[src/rtl/tqvp_pwm_pkg.sv]
// tqvp_pwm_pkg: shared constants and helpers for the four-channel PWM peripheral.
// Register addresses, CTRL/FADE_CTRL bit positions and the fade step helper.
package tqvp_pwm_pkg;

    localparam int NUM_CH_MAX = 4;

    // Register map
    localparam logic [3:0] ADDR_CTRL      = 4'h0;
    localparam logic [3:0] ADDR_PRESCALE  = 4'h1;
    localparam logic [3:0] ADDR_PERIOD    = 4'h2;
    localparam logic [3:0] ADDR_STATUS    = 4'h3;
    localparam logic [3:0] ADDR_DUTY0     = 4'h4;
    localparam logic [3:0] ADDR_DUTY1     = 4'h5;
    localparam logic [3:0] ADDR_DUTY2     = 4'h6;
    localparam logic [3:0] ADDR_DUTY3     = 4'h7;
    localparam logic [3:0] ADDR_COUNT     = 4'h8;
    localparam logic [3:0] ADDR_FADE_STEP = 4'h9;
    localparam logic [3:0] ADDR_FADE_CTRL = 4'hA;

    // CTRL bit positions
    localparam int CTRL_RUN_BIT = 0;
    localparam int CTRL_INV_BIT = 1;
    localparam int CTRL_EN_LSB  = 4;

    // FADE_CTRL bit positions
    localparam int FADE_EN_BIT  = 0;
    localparam int FADE_DIR_BIT = 1;

    // Result of one fade step: new duty and whether it hit a rail
    typedef struct packed {
        logic       sat;
        logic [7:0] duty;
    } fade_res_t;

    // Move duty by step toward PERIOD+1 (up) or 0 (down), saturating at the rail.
    // PERIOD+1 = 256 cannot be stored, so the upper rail is clamped to 0xFF.
    function automatic fade_res_t fade_next(input logic [7:0] duty,
                                            input logic [7:0] step,
                                            input logic [7:0] period,
                                            input logic       dir_up);
        fade_res_t  res;
        logic [8:0] sum;
        logic [8:0] limit;
        sum   = {1'b0, duty} + {1'b0, step};
        limit = {1'b0, period} + 9'd1;
        res.sat  = 1'b0;
        res.duty = duty;
        if (dir_up) begin
            if (sum >= limit) begin
                res.sat  = 1'b1;
                res.duty = limit[8] ? 8'hFF : limit[7:0];
            end else begin
                res.duty = sum[7:0];
            end
        end else begin
            if (duty <= step) begin
                res.sat  = 1'b1;
                res.duty = 8'h00;
            end else begin
                res.duty = duty - step;
            end
        end
        return res;
    endfunction

endpackage

[src/rtl/tqvp_pwm_quad_channel.sv]
// pwm_channel: one PWM channel with double-buffered duty and registered output.
// The shadow register is CPU-visible; the active register feeds the compare and
// only follows the shadow at a period wrap (or continuously while stopped).
module pwm_channel
    import tqvp_pwm_pkg::*;
#(
    parameter int W = 8
) (
    input  logic         clk,
    input  logic         rst_n,
    input  logic         i_shadow_we,
    input  logic [W-1:0] i_shadow_d,
    input  logic         i_run,
    input  logic         i_en,
    input  logic         i_invert,
    input  logic         i_wrap,
    input  logic [W-1:0] i_count,
    output logic [W-1:0] o_shadow,
    output logic         o_pwm
);

    logic [W-1:0] r_shadow;
    logic [W-1:0] r_active;
    logic         r_pwm;
    logic         w_cmp;

    assign w_cmp = i_run & i_en & (i_count < r_active);

    // Shadow duty: written by the CPU (or the fade engine); reset wins over a write
    always_ff @(posedge clk) begin
        if (!rst_n) begin
            r_shadow <= '0;
        end else if (i_shadow_we) begin
            r_shadow <= i_shadow_d;
        end
    end

    // Active duty: tracks shadow while stopped, otherwise reloads only on wrap
    always_ff @(posedge clk) begin
        if (!rst_n) begin
            r_active <= '0;
        end else if (!i_run || i_wrap) begin
            r_active <= r_shadow;
        end
    end

    // Registered compare output, so the pin lags the counter by one clock
    always_ff @(posedge clk) begin
        if (!rst_n) begin
            r_pwm <= 1'b0;
        end else begin
            r_pwm <= i_invert ^ w_cmp;
        end
    end

    assign o_shadow = r_shadow;
    assign o_pwm    = r_pwm;

endmodule

[src/rtl/tqvp_pwm_quad.sv]
// tqvp_pwm_quad: four-channel 8-bit PWM byte peripheral for the TinyQV harness.
// Shared prescaler and period counter, per-channel double-buffered duty,
// sticky wrap flag and a one-clock wrap strobe on uo_out[4].
// Optional triangle fade of DUTY0 is built when TQVP_PWM_FADE_EN is defined.
// CNT_W is tied to the byte-wide register map and must stay 8.
module tqvp_pwm_quad
    import tqvp_pwm_pkg::*;
#(
    parameter int NUM_CH = 4,
    parameter int CNT_W  = 8
) (
    input  logic       clk,
    input  logic       rst_n,
    input  logic [7:0] ui_in,
    output logic [7:0] uo_out,
    input  logic [3:0] address,
    input  logic       data_write,
    input  logic [7:0] data_in,
    output logic [7:0] data_out
);

    // Control / configuration registers
    logic             r_run;
    logic             r_invert;
    logic [3:0]       r_ch_en;
    logic [CNT_W-1:0] r_prescale;
    logic [CNT_W-1:0] r_period;

    // Timebase
    logic [CNT_W-1:0] r_presc_cnt;
    logic [CNT_W-1:0] r_count;

    // Status and strobe
    logic             r_wrap_flag;
    logic             r_wrap_strobe;

    logic             w_hold;
    logic             w_tick;
    logic             w_wrap;
    logic [3:0]       w_ch_mask;
    logic [3:0]       w_pwm;
    logic [CNT_W-1:0] w_shadow [NUM_CH_MAX];
    logic             w_cpu_duty0;
    logic             w_duty0_we;
    logic [CNT_W-1:0] w_duty0_d;
    logic [7:0]       w_rdata;
    logic             w_unused;

    assign w_unused = &{1'b0, ui_in[7:1]};

    assign w_hold = ui_in[0];
    assign w_tick = r_run & ~w_hold & (r_presc_cnt == r_prescale);
    // A count above a freshly lowered PERIOD runs on to 0xFF and rolls over there
    assign w_wrap = w_tick & ((r_count == r_period) | (r_count == {CNT_W{1'b1}}));

    assign w_cpu_duty0 = data_write & (address == ADDR_DUTY0);

    // CPU writes to CTRL / PRESCALE / PERIOD
    always_ff @(posedge clk) begin
        if (!rst_n) begin
            r_run      <= 1'b0;
            r_invert   <= 1'b0;
            r_ch_en    <= 4'h0;
            r_prescale <= '0;
            r_period   <= {CNT_W{1'b1}};
        end else if (data_write) begin
            case (address)
                ADDR_CTRL: begin
                    r_run    <= data_in[CTRL_RUN_BIT];
                    r_invert <= data_in[CTRL_INV_BIT];
                    r_ch_en  <= data_in[CTRL_EN_LSB +: 4] & w_ch_mask;
                end
                ADDR_PRESCALE: r_prescale <= data_in;
                ADDR_PERIOD:   r_period   <= data_in;
                default: ;
            endcase
        end
    end

    // Prescaler and period counter: cleared while stopped, frozen while held
    always_ff @(posedge clk) begin
        if (!rst_n) begin
            r_presc_cnt <= '0;
            r_count     <= '0;
        end else if (!r_run) begin
            r_presc_cnt <= '0;
            r_count     <= '0;
        end else if (!w_hold) begin
            if (r_presc_cnt == r_prescale) begin
                r_presc_cnt <= '0;
            end else begin
                r_presc_cnt <= r_presc_cnt + 1'b1;
            end
            if (w_tick) begin
                r_count <= w_wrap ? '0 : r_count + 1'b1;
            end
        end
    end

    // Sticky wrap flag; a wrap in the same cycle as a W1C keeps the flag set
    always_ff @(posedge clk) begin
        if (!rst_n) begin
            r_wrap_flag <= 1'b0;
        end else if (w_wrap) begin
            r_wrap_flag <= 1'b1;
        end else if (data_write && (address == ADDR_STATUS) && data_in[0]) begin
            r_wrap_flag <= 1'b0;
        end
    end

    // One-clock registered wrap strobe
    always_ff @(posedge clk) begin
        if (!rst_n) begin
            r_wrap_strobe <= 1'b0;
        end else begin
            r_wrap_strobe <= w_wrap;
        end
    end

`ifdef TQVP_PWM_FADE_EN
    logic [7:0] r_fade_step;
    logic       r_fade_en;
    logic       r_fade_dir;
    fade_res_t  w_fade;
    logic       w_fade_apply;

    assign w_fade       = fade_next(w_shadow[0], r_fade_step, r_period, r_fade_dir);
    assign w_fade_apply = w_wrap & r_fade_en;
    // A CPU write to DUTY0 takes priority over the fade step in the same cycle
    assign w_duty0_we   = w_cpu_duty0 | w_fade_apply;
    assign w_duty0_d    = w_cpu_duty0 ? data_in : w_fade.duty;

    // Fade step size, enable and direction; direction flips when a rail is hit
    always_ff @(posedge clk) begin
        if (!rst_n) begin
            r_fade_step <= 8'h01;
            r_fade_en   <= 1'b0;
            r_fade_dir  <= 1'b0;
        end else begin
            if (data_write && (address == ADDR_FADE_STEP)) begin
                r_fade_step <= data_in;
            end
            if (data_write && (address == ADDR_FADE_CTRL)) begin
                r_fade_en  <= data_in[FADE_EN_BIT];
                r_fade_dir <= data_in[FADE_DIR_BIT];
            end else if (w_fade_apply && w_fade.sat) begin
                r_fade_dir <= ~r_fade_dir;
            end
        end
    end
`else
    assign w_duty0_we = w_cpu_duty0;
    assign w_duty0_d  = data_in;
`endif

    genvar gi;
    generate
        for (gi = 0; gi < NUM_CH_MAX; gi++) begin : g_ch
            if (gi < NUM_CH) begin : g_on
                logic             w_we;
                logic [CNT_W-1:0] w_d;
                if (gi == 0) begin : g_first
                    assign w_we = w_duty0_we;
                    assign w_d  = w_duty0_d;
                end else begin : g_rest
                    assign w_we = data_write & (address == (ADDR_DUTY0 + 4'(gi)));
                    assign w_d  = data_in;
                end
                assign w_ch_mask[gi] = 1'b1;
                pwm_channel #(
                    .W (CNT_W)
                ) u_ch (
                    .clk         (clk),
                    .rst_n       (rst_n),
                    .i_shadow_we (w_we),
                    .i_shadow_d  (w_d),
                    .i_run       (r_run),
                    .i_en        (r_ch_en[gi]),
                    .i_invert    (r_invert),
                    .i_wrap      (w_wrap),
                    .i_count     (r_count),
                    .o_shadow    (w_shadow[gi]),
                    .o_pwm       (w_pwm[gi])
                );
            end else begin : g_off
                assign w_ch_mask[gi] = 1'b0;
                assign w_shadow[gi]  = '0;
                assign w_pwm[gi]     = 1'b0;
            end
        end
    endgenerate

    // Zero-latency register readback
    always_comb begin
        w_rdata = 8'h00;
        case (address)
            ADDR_CTRL:     w_rdata = {r_ch_en, 2'b00, r_invert, r_run};
            ADDR_PRESCALE: w_rdata = r_prescale;
            ADDR_PERIOD:   w_rdata = r_period;
            ADDR_STATUS:   w_rdata = {7'b0, r_wrap_flag};
            ADDR_DUTY0, ADDR_DUTY1, ADDR_DUTY2, ADDR_DUTY3:
                           w_rdata = w_shadow[address[1:0]];
            ADDR_COUNT:    w_rdata = r_count;
`ifdef TQVP_PWM_FADE_EN
            ADDR_FADE_STEP: w_rdata = r_fade_step;
            ADDR_FADE_CTRL: w_rdata = {6'b0, r_fade_dir, r_fade_en};
`endif
            default:       w_rdata = 8'h00;
        endcase
    end

    assign data_out = w_rdata;
    assign uo_out   = {3'b000, r_wrap_strobe, w_pwm};

endmodule
[config.mk]
export PLATFORM = sky130hd
export DESIGN_NAME = tqvp_pwm_quad
export DESIGN_NICKNAME = d
export VERILOG_FILES = /design/src/rtl/tqvp_pwm_pkg.sv /design/src/rtl/tqvp_pwm_quad_channel.sv /design/src/rtl/tqvp_pwm_quad.sv
export SDC_FILE = /design/constraint.sdc
export NUM_CORES = 1
export LEC_CHECK = 0
export CAP_MARGIN = 10
export CORE_MARGIN = 4
export CORE_UTILIZATION = 55
export CTS_CLUSTER_SIZE = 20
export DETAILED_ROUTE_END_ITERATION = 8
export DONT_BUFFER_PORTS = 1
export GPL_ROUTABILITY_DRIVEN = 0
export PLACE_DENSITY = 0.69
export SYNTH_ARGS = -nofsm -noshare
export SYNTH_HDL_FRONTEND = slang
export SYNTH_SLANG_ARGS = --single-unit
export TNS_END_PERCENT = 1
[constraint.sdc]
create_clock -name clk -period 4.9 [get_ports clk]
set_input_delay 0.98 -clock clk [delete_from_list [all_inputs] [get_ports clk]]
set_output_delay 0.98 -clock clk [all_outputs]
set_load 0.01 [all_outputs]
==> reports/results.tsv <==
metric	value	unit
outcome	complete, no violations	
fin_crit_sh	62.66	%
fmax	325.7	MHz
post_cts_resized	0	
period_needed	3.070	ns
wirelength	13.28	mm
cts_tree	built	
grt_pass1_wl	21.32	mm
p_sw_share	23.03	%
hold_viol	0	
min_path_type	reg -> reg	
drive_gt1_share	5.622	%
ys_types	44	
seqCellArea	2162	µm²
grt_pass1_vias	3978	
holdWs	0.4748	ns
antenna_found_initial	0	
nets	635	
power_leakage	2.173	nW
die_x	108.0	µm
vdd_drop_max	0.0002303	V
routed_via_density	5.858	
cts_sinks	108	
max_slew_margin	22.29	%
critPathArrivalTime	2.09	ns
cap_violations	0	
wl_per_cell	18.44	µm
power_frac_seq	58.9	%
pwr-share-clk	36.9	%
yosysSeqAreaShare	39.34	%
die_area	11650	µm²
crit_type	in -> out	
vias	4218	
powerDensity	266.1	nW/µm²
syn_area_per_cell	9.009	µm²
grt_setup_unrepaired	false	
hp-start	g_ch[0].g_on.u_ch.r_active[0]	
antenna_cells	0	
initial_core_util	56.48	%
synth_xor_area_share	4.303	%
io_pins	39	
hold-path-cell-count	2	
clk_path_buf_depth	2	
worstPathRequired	3.92	ns
skew	0.01615	ns
clock_latency	0.39	ns
fin_setup_tns	0	ns
ant_nets	0	
syn_inst	610	
r2r-start	r_count[3]	
synth-async-reset-ratio	0	%
final-setup-viol-count	0	
rows	36	
end_kind	primary output	
multi_input_area	3013	µm²
cts_made_buffers	9	
cts_setup_buffers	0	
track_usage	23.90	%
synth-compound-area-share	11.98	%
drtIter0Drc	210	
cts_hold_buffers	0	
combPwrFrac	4.2	%
core	9729	µm²
grt_max_degree	81	
synth_edf_count	0	
syn-cell-area	5495	µm²
cts_max_level	3	
clk_pin_slew_worst_paths	0.10	ns
numPortBuffers	0	
r2r_slack	2.00	ns
final_common_cell	dfxtp_1	
holdPathEnd	g_ch[0].g_on.u_ch.r_active[0]	
synth_simple_gate_area_share	16.71	%
r2r-end	g_ch[1].g_on.u_ch.r_active[4]	
critPathLaunchType	input port	
synthAdderAreaFrac	6.831	%
reg2regPathDepth	8	
layout_common_cells	dfxtp_1, nor2_1, mux2i_1	
slew_viol_final	0	
muxShareOfSynthArea	14.80	%
finalPower	0.001512	W
ys_ff_latch	108	
worst_slew_pin_slew	1.161	ns
syn2layout_area_growth	3.393	%
yosysWarnings	0	
dp_hpwl	9.307	mm
critPathMaxFanout	22	
fill_cells	897	
cts_root_buf	clkbuf_8	
die_y	108.0	µm
synth_top_flop_cell	dfxtp_1	
first_pass_iters	4	
p_sw	0.0003481	W
synth_top_family_by_area	simple AND/OR/NAND/NOR gates	
internal-power	0.001164	W
drc_errors	0	
gr-total-overflow	0	
## layer usage
metal	GRT usage, %	share of wire [%]
met4	6.853	1.9
met5	0	0
met2	38.37	47
met3	6.388	6.9
met1	31.87	45
## worst max path at each step
| stage | to | slack [ns] | startpoint |
|---|---|---|---|
| floorplan | data_out[1] | 1.73 | address[0] |
| global placement | data_out[2] | 1.83 | address[1] |
| detailed placement | data_out[2] | 1.84 | address[1] |
| CTS | data_out[2] | 1.84 | address[1] |
| global route | data_out[1] | 1.72 | address[1] |
| finish | data_out[2] | 1.83 | address[1] |
## flip-flops by register name, indices dropped and copies added, names as in the netlist, 4 cells and up
| signal | flops |
|---|---|
| g_ch.g_on.u_ch.o_pwm | 4 |
| g_ch.g_on.u_ch.o_shadow | 32 |
| g_ch.g_on.u_ch.r_active | 32 |
| r_ch_en | 4 |
| r_count | 8 |
| r_period | 8 |
| r_presc_cnt | 8 |
| r_prescale | 8 |
## kinds of logic (layout without fill, tap and decap cells)
family                     after synthesis  count (layout)
muxes                                   70              70
AOI/OAI and AO/OA                      103             103
xor gates and xnor gates                27              27
and+or+nand+nor                        196             196
adders and majority gates               30              30
buffers and inverters                   75              50
other                                    1               3
DFF                                    108             108
## power by group through the flow
| stage | Combinational, W | Sequential, W | Clock [W] |
|---|---|---|---|
| 6_report | 0.0000632 | 0.000891 | 0.000558 |
| 5_1_grt | 0.0000694 | 0.000892 | 0.000599 |
| 4_1_cts | 0.0000629 | 0.000891 | 0.000566 |
| 3_5_place_dp | 0.0000625 | 0.000911 | 0 |
| 3_3_place_gp | 0.0000617 | 0.000911 | 0 |
| 2_1_floorplan | 0.0000692 | 0.000909 | 0 |
## synthesized netlist by cell type (2+ instances only)
cell type	instances	area, µm²
a211oi_1	8	60.06
a21o_1	13	97.59
a21oi_1	20	100.1
a22oi_1	3	22.52
and2_1	2	12.51
and3_1	2	12.51
and4_1	4	35.03
buf_1	5	18.77
buf_2	12	60.06
buf_4	8	60.06
clkbuf_1	18	67.56
dfxtp_1	108	2162
ha_1	30	375.4
inv_1	30	112.6
mux2i_1	61	610.6
mux4_2	9	202.7
nand2_1	34	127.6
nand2b_1	6	37.54
nand3_1	41	205.2
nand3b_1	3	22.52
nand4_1	3	18.77
nor2_1	86	322.8
nor2b_1	5	31.28
nor3_2	2	20.02
o21ai_0	26	130.1
o31ai_1	28	210.2
xnor2_1	19	166.4
xor2_1	8	70.07
## layout make-up
type / count / share of cell area, %
Clock inverter: 5 / 1.057
Timing Repair Buffer: 3 / 0.3964
Inverter: 31 / 2.048
Multi-Input combinational cell: 429 / 53.03
Tap cell: 133 / 2.929
Clock buffer: 11 / 2.488
Sequential cell: 108 / 38.05
## stage by stage
stage               cell area [µm²]  utilization (%)  cells  setup slack [ns]
floorplan                      5503                -    612             1.726
detailed placement             5480            56.33    704             1.839
global route                   5682            58.40    720             1.717
CTS                            5682            58.40    720             1.839
finish                         5682            58.40    720             1.830
global placement               5480            56.33    704             1.829
## worst max-delay path, cell delays in order
cell and delay (ns):
nor2b_1 0.43, a22oi_1 0.17, nor2_1 0.13, a21oi_1 0.05, o21ai_0 0.34
(Power assumes the default switching activity.)
==> RTL edit: new RTL, same settings <==
Add a define of `TQVP_PWM_FADE_EN`.
--- a/src/rtl/tqvp_pwm_quad.sv
+++ b/src/rtl/tqvp_pwm_quad.sv
@@ -3,6 +3,8 @@
 // sticky wrap flag and a one-clock wrap strobe on uo_out[4].
 // Optional triangle fade of DUTY0 is built when TQVP_PWM_FADE_EN is defined.
 // CNT_W is tied to the byte-wide register map and must stay 8.
+`define TQVP_PWM_FADE_EN
+
 module tqvp_pwm_quad
     import tqvp_pwm_pkg::*;
 #(
Check against the original RTL: not equivalent (a bounded check fails within 4 cycles, from zero or initial values and one cycle with rst_n low).
==> RTL edit against the unedited design <==
  * Clock power rose by 130%
  * Critical path depth rose by 8
  * Worst setup slack got worse by 0.99 ns
  * Synthesized cell count rose by 41%
  * Non-clock buffer count rose by 2
  * Power rose by 62%
  * Sequential cell count rose by 10
  * Count of clock-buffer cells in the layout rose by 10
  * Final area rose by 40%
  * Routed wire length rose by 53%
  * Register-to-register slack got worse by 1.2 ns
  * Combinational power rose to 2.6 times the old value
  * Area after synthesis rose by 36%
==> RTL edit: results (changes against the unedited design) <==
layout cells sized above 1=7.20% (was 5.62%); Hold Path Sink=g_ch[2].g_on.u_ch.r_active[3]$_SDFFE_PN0P_ (was g_ch[0].g_on.u_ch.r_active[0]$_SDFFE_PN0P_); RR Endpoint=g_ch[0].g_on.u_ch.o_shadow[2]$_SDFFE_PN0P_ (was g_ch[1].g_on.u_ch.r_active[4]$_SDFFE_PN0P_); slowest stage delay, CP=around 0.44 ns; pin count of the biggest net entering global routing=44 (was 81); DR iter-0 viols=628 (was 210); Clock Path Buffers=2 (unchanged); Yosys warnings=0 (unchanged); CP max-delay cell=ha_1 (was nor2b_1); fin cells=1009 (was 720); Synth area leaders=dfxtp_1 32%, mux2i_1 12%, ha_1 9.4% (was dfxtp_1 39%, mux2i_1 11%, ha_1 6.8%); Tot GR Track Use=26.5% (was 23.9%); Post-DP Area=7360 um2 (was 5480 um2); R2R setup slack=0.84 ns (was 2.00 ns); post-synthesis cell type count=69 (was 44); Hold Path Class=reg2reg (unchanged); reg2reg start=r_fade_step[3]$_SDFFE_PN0P_ (was r_count[3]$_SDFFE_PN0P_); hold_ws=0.493 ns (was 0.475 ns); hpwl dp=14500 um (was 9310 um); Place WS=0.999 ns (was 1.84 ns); vias in the first global route=6025 (was 3978); sequential area share after synthesis=31.6% (was 39.3%); CTS buffer count=17 (was 9); post-CTS resize count=0 (unchanged); antenna fix cells=0 (unchanged); fillers=1106 (was 897); Top FF cell, synth=dfxtp_1 (unchanged); Syn Area/Cell=8.70 um2 (was 9.01 um2); H-tree depth=4 (was 3); root buffer cell=clkbuf_16 (was clkbuf_8); clk_lat worst skew=0.42 ns (was 0.39 ns); Clock Pin Slew Worst Setup and Hold Paths=0.06 ns (was 0.10 ns); Reg2Reg Depth=13 (was 8); Layout Nets=901 (was 635); initial antenna violation count=1 (was 0); top cells by count, synth=126 x nor2_1, 118 x dfxtp_1, 93 x mux2i_1 (was 108 x dfxtp_1, 86 x nor2_1, 61 x mux2i_1); Worst Hold Path Cells=2 (unchanged); Max FO, Critical Path=10 (was 22); Post-Place Cells=977 (was 704); hold path start=g_ch[2].g_on.u_ch.r_active[3]$_SDFFE_PN0P_ (was g_ch[0].g_on.u_ch.r_active[0]$_SDFFE_PN0P_); status=finished clean (unchanged); Achievable Freq=246 MHz (was 326 MHz); wire per inst=20.1 um (was 18.4 um); Post-CTS Setup Inserts=0 (unchanged); IO buf count=0 (unchanged); first-pass GRT wire length=32900 um (was 21300 um); critical path data arrival time=4.39 ns (was 2.09 ns); DRT Pass-1 Iters=6 (was 4); Async S/R FF share, synth=0% (unchanged); worst vdd ir=0.357 mV (was 0.230 mV); vias post-DR=6182 (was 4218); Leak Pwr=3.33 nW (was 2.17 nW); Final Skew=0.00892 ns (was 0.0162 ns); Worst Tran Pin Value=0.900 ns (was 1.16 ns)
## RTL edit: changes by cell type in the layout (fill, tap and decap cells not counted), sizes merged, moves of 10 or more
cell    unedited run  this run
clkbuf            11        21
dfxtp            108       118
ha                30        56
inv               32        54
mux2i             61        93
nand2             34        49
nor2              86       127
nor2b              5        15
o211ai             0        10
o31ai             28         1
xor2               8        20
## RTL edit: final cells by class
| cell class | count | area [um2] | share of cell area [%] |
|---|---|---|---|
| Inverter | 53 | 199 | 2.49 |
| Sequential cell | 118 | 2360 | 29.6 |
| Multi-Input combinational cell | 625 | 4540 | 56.9 |
| Clock inverter | 11 | 148 | 1.85 |
| Tap cell | 176 | 220 | 2.76 |
| Clock buffer | 21 | 470 | 5.90 |
| Timing Repair Buffer | 5 | 37.5 | 0.471 |
## RTL edit: worst max-delay path by stage
stage	end	start	depth (start not counted)
after floorplan	g_ch[0].g_on.u_ch.o_shadow[2]$_SDFFE_PN0P_	r_fade_step[4]$_SDFFE_PN0P_	13
after global placement	g_ch[0].g_on.u_ch.o_shadow[2]$_SDFFE_PN0P_	r_fade_step[2]$_SDFFE_PN0P_	13
after detailed placement	g_ch[0].g_on.u_ch.o_shadow[2]$_SDFFE_PN0P_	r_fade_step[3]$_SDFFE_PN0P_	13
after CTS	g_ch[0].g_on.u_ch.o_shadow[2]$_SDFFE_PN0P_	r_fade_step[3]$_SDFFE_PN0P_	13
after global routing	g_ch[0].g_on.u_ch.o_shadow[2]$_SDFFE_PN0P_	r_fade_step[2]$_SDFFE_PN0P_	14
final	g_ch[0].g_on.u_ch.o_shadow[2]$_SDFFE_PN0P_	r_fade_step[3]$_SDFFE_PN0P_	13
## RTL edit: metal layers
layer	vias up	part of all wire, %	wire, um	track usage, %
li1	2897	-	-	-
met1	2983	42	8590	34.4
met2	254	47	9500	42.5
met3	46	8.2	1660	6.78
met4	2	2.6	527	9.93
met5	-	0.064	13	0
## RTL edit: cell families (layout without fill, tap and decap cells)
family	count (synthesis)	after routing	share of synthesized area, %
xor+xnor	43	43	5.04
mux	104	104	15.3
flops	118	118	31.6
fa+ha+maj	58	58	9.91
buf+inv	118	90	7.78
simple gates	278	278	17.5
compound gates	139	139	12.8
other cells	1	3	0.0502
## RTL edit: critical path, delay by kind of cell (launching register included)
kind	cells	cell delay, ns
flops	1	0.42
simple gates	4	0.83
fa+ha+maj	2	0.78
compound gates	6	1.86
buf+inv	1	0.07
## RTL edit: power breakdown
group	internal, W	switching, W
Clock	0.000839	0.000460
Combinational	0.0000684	0.0000991
Sequential	0.000970	0.0000150
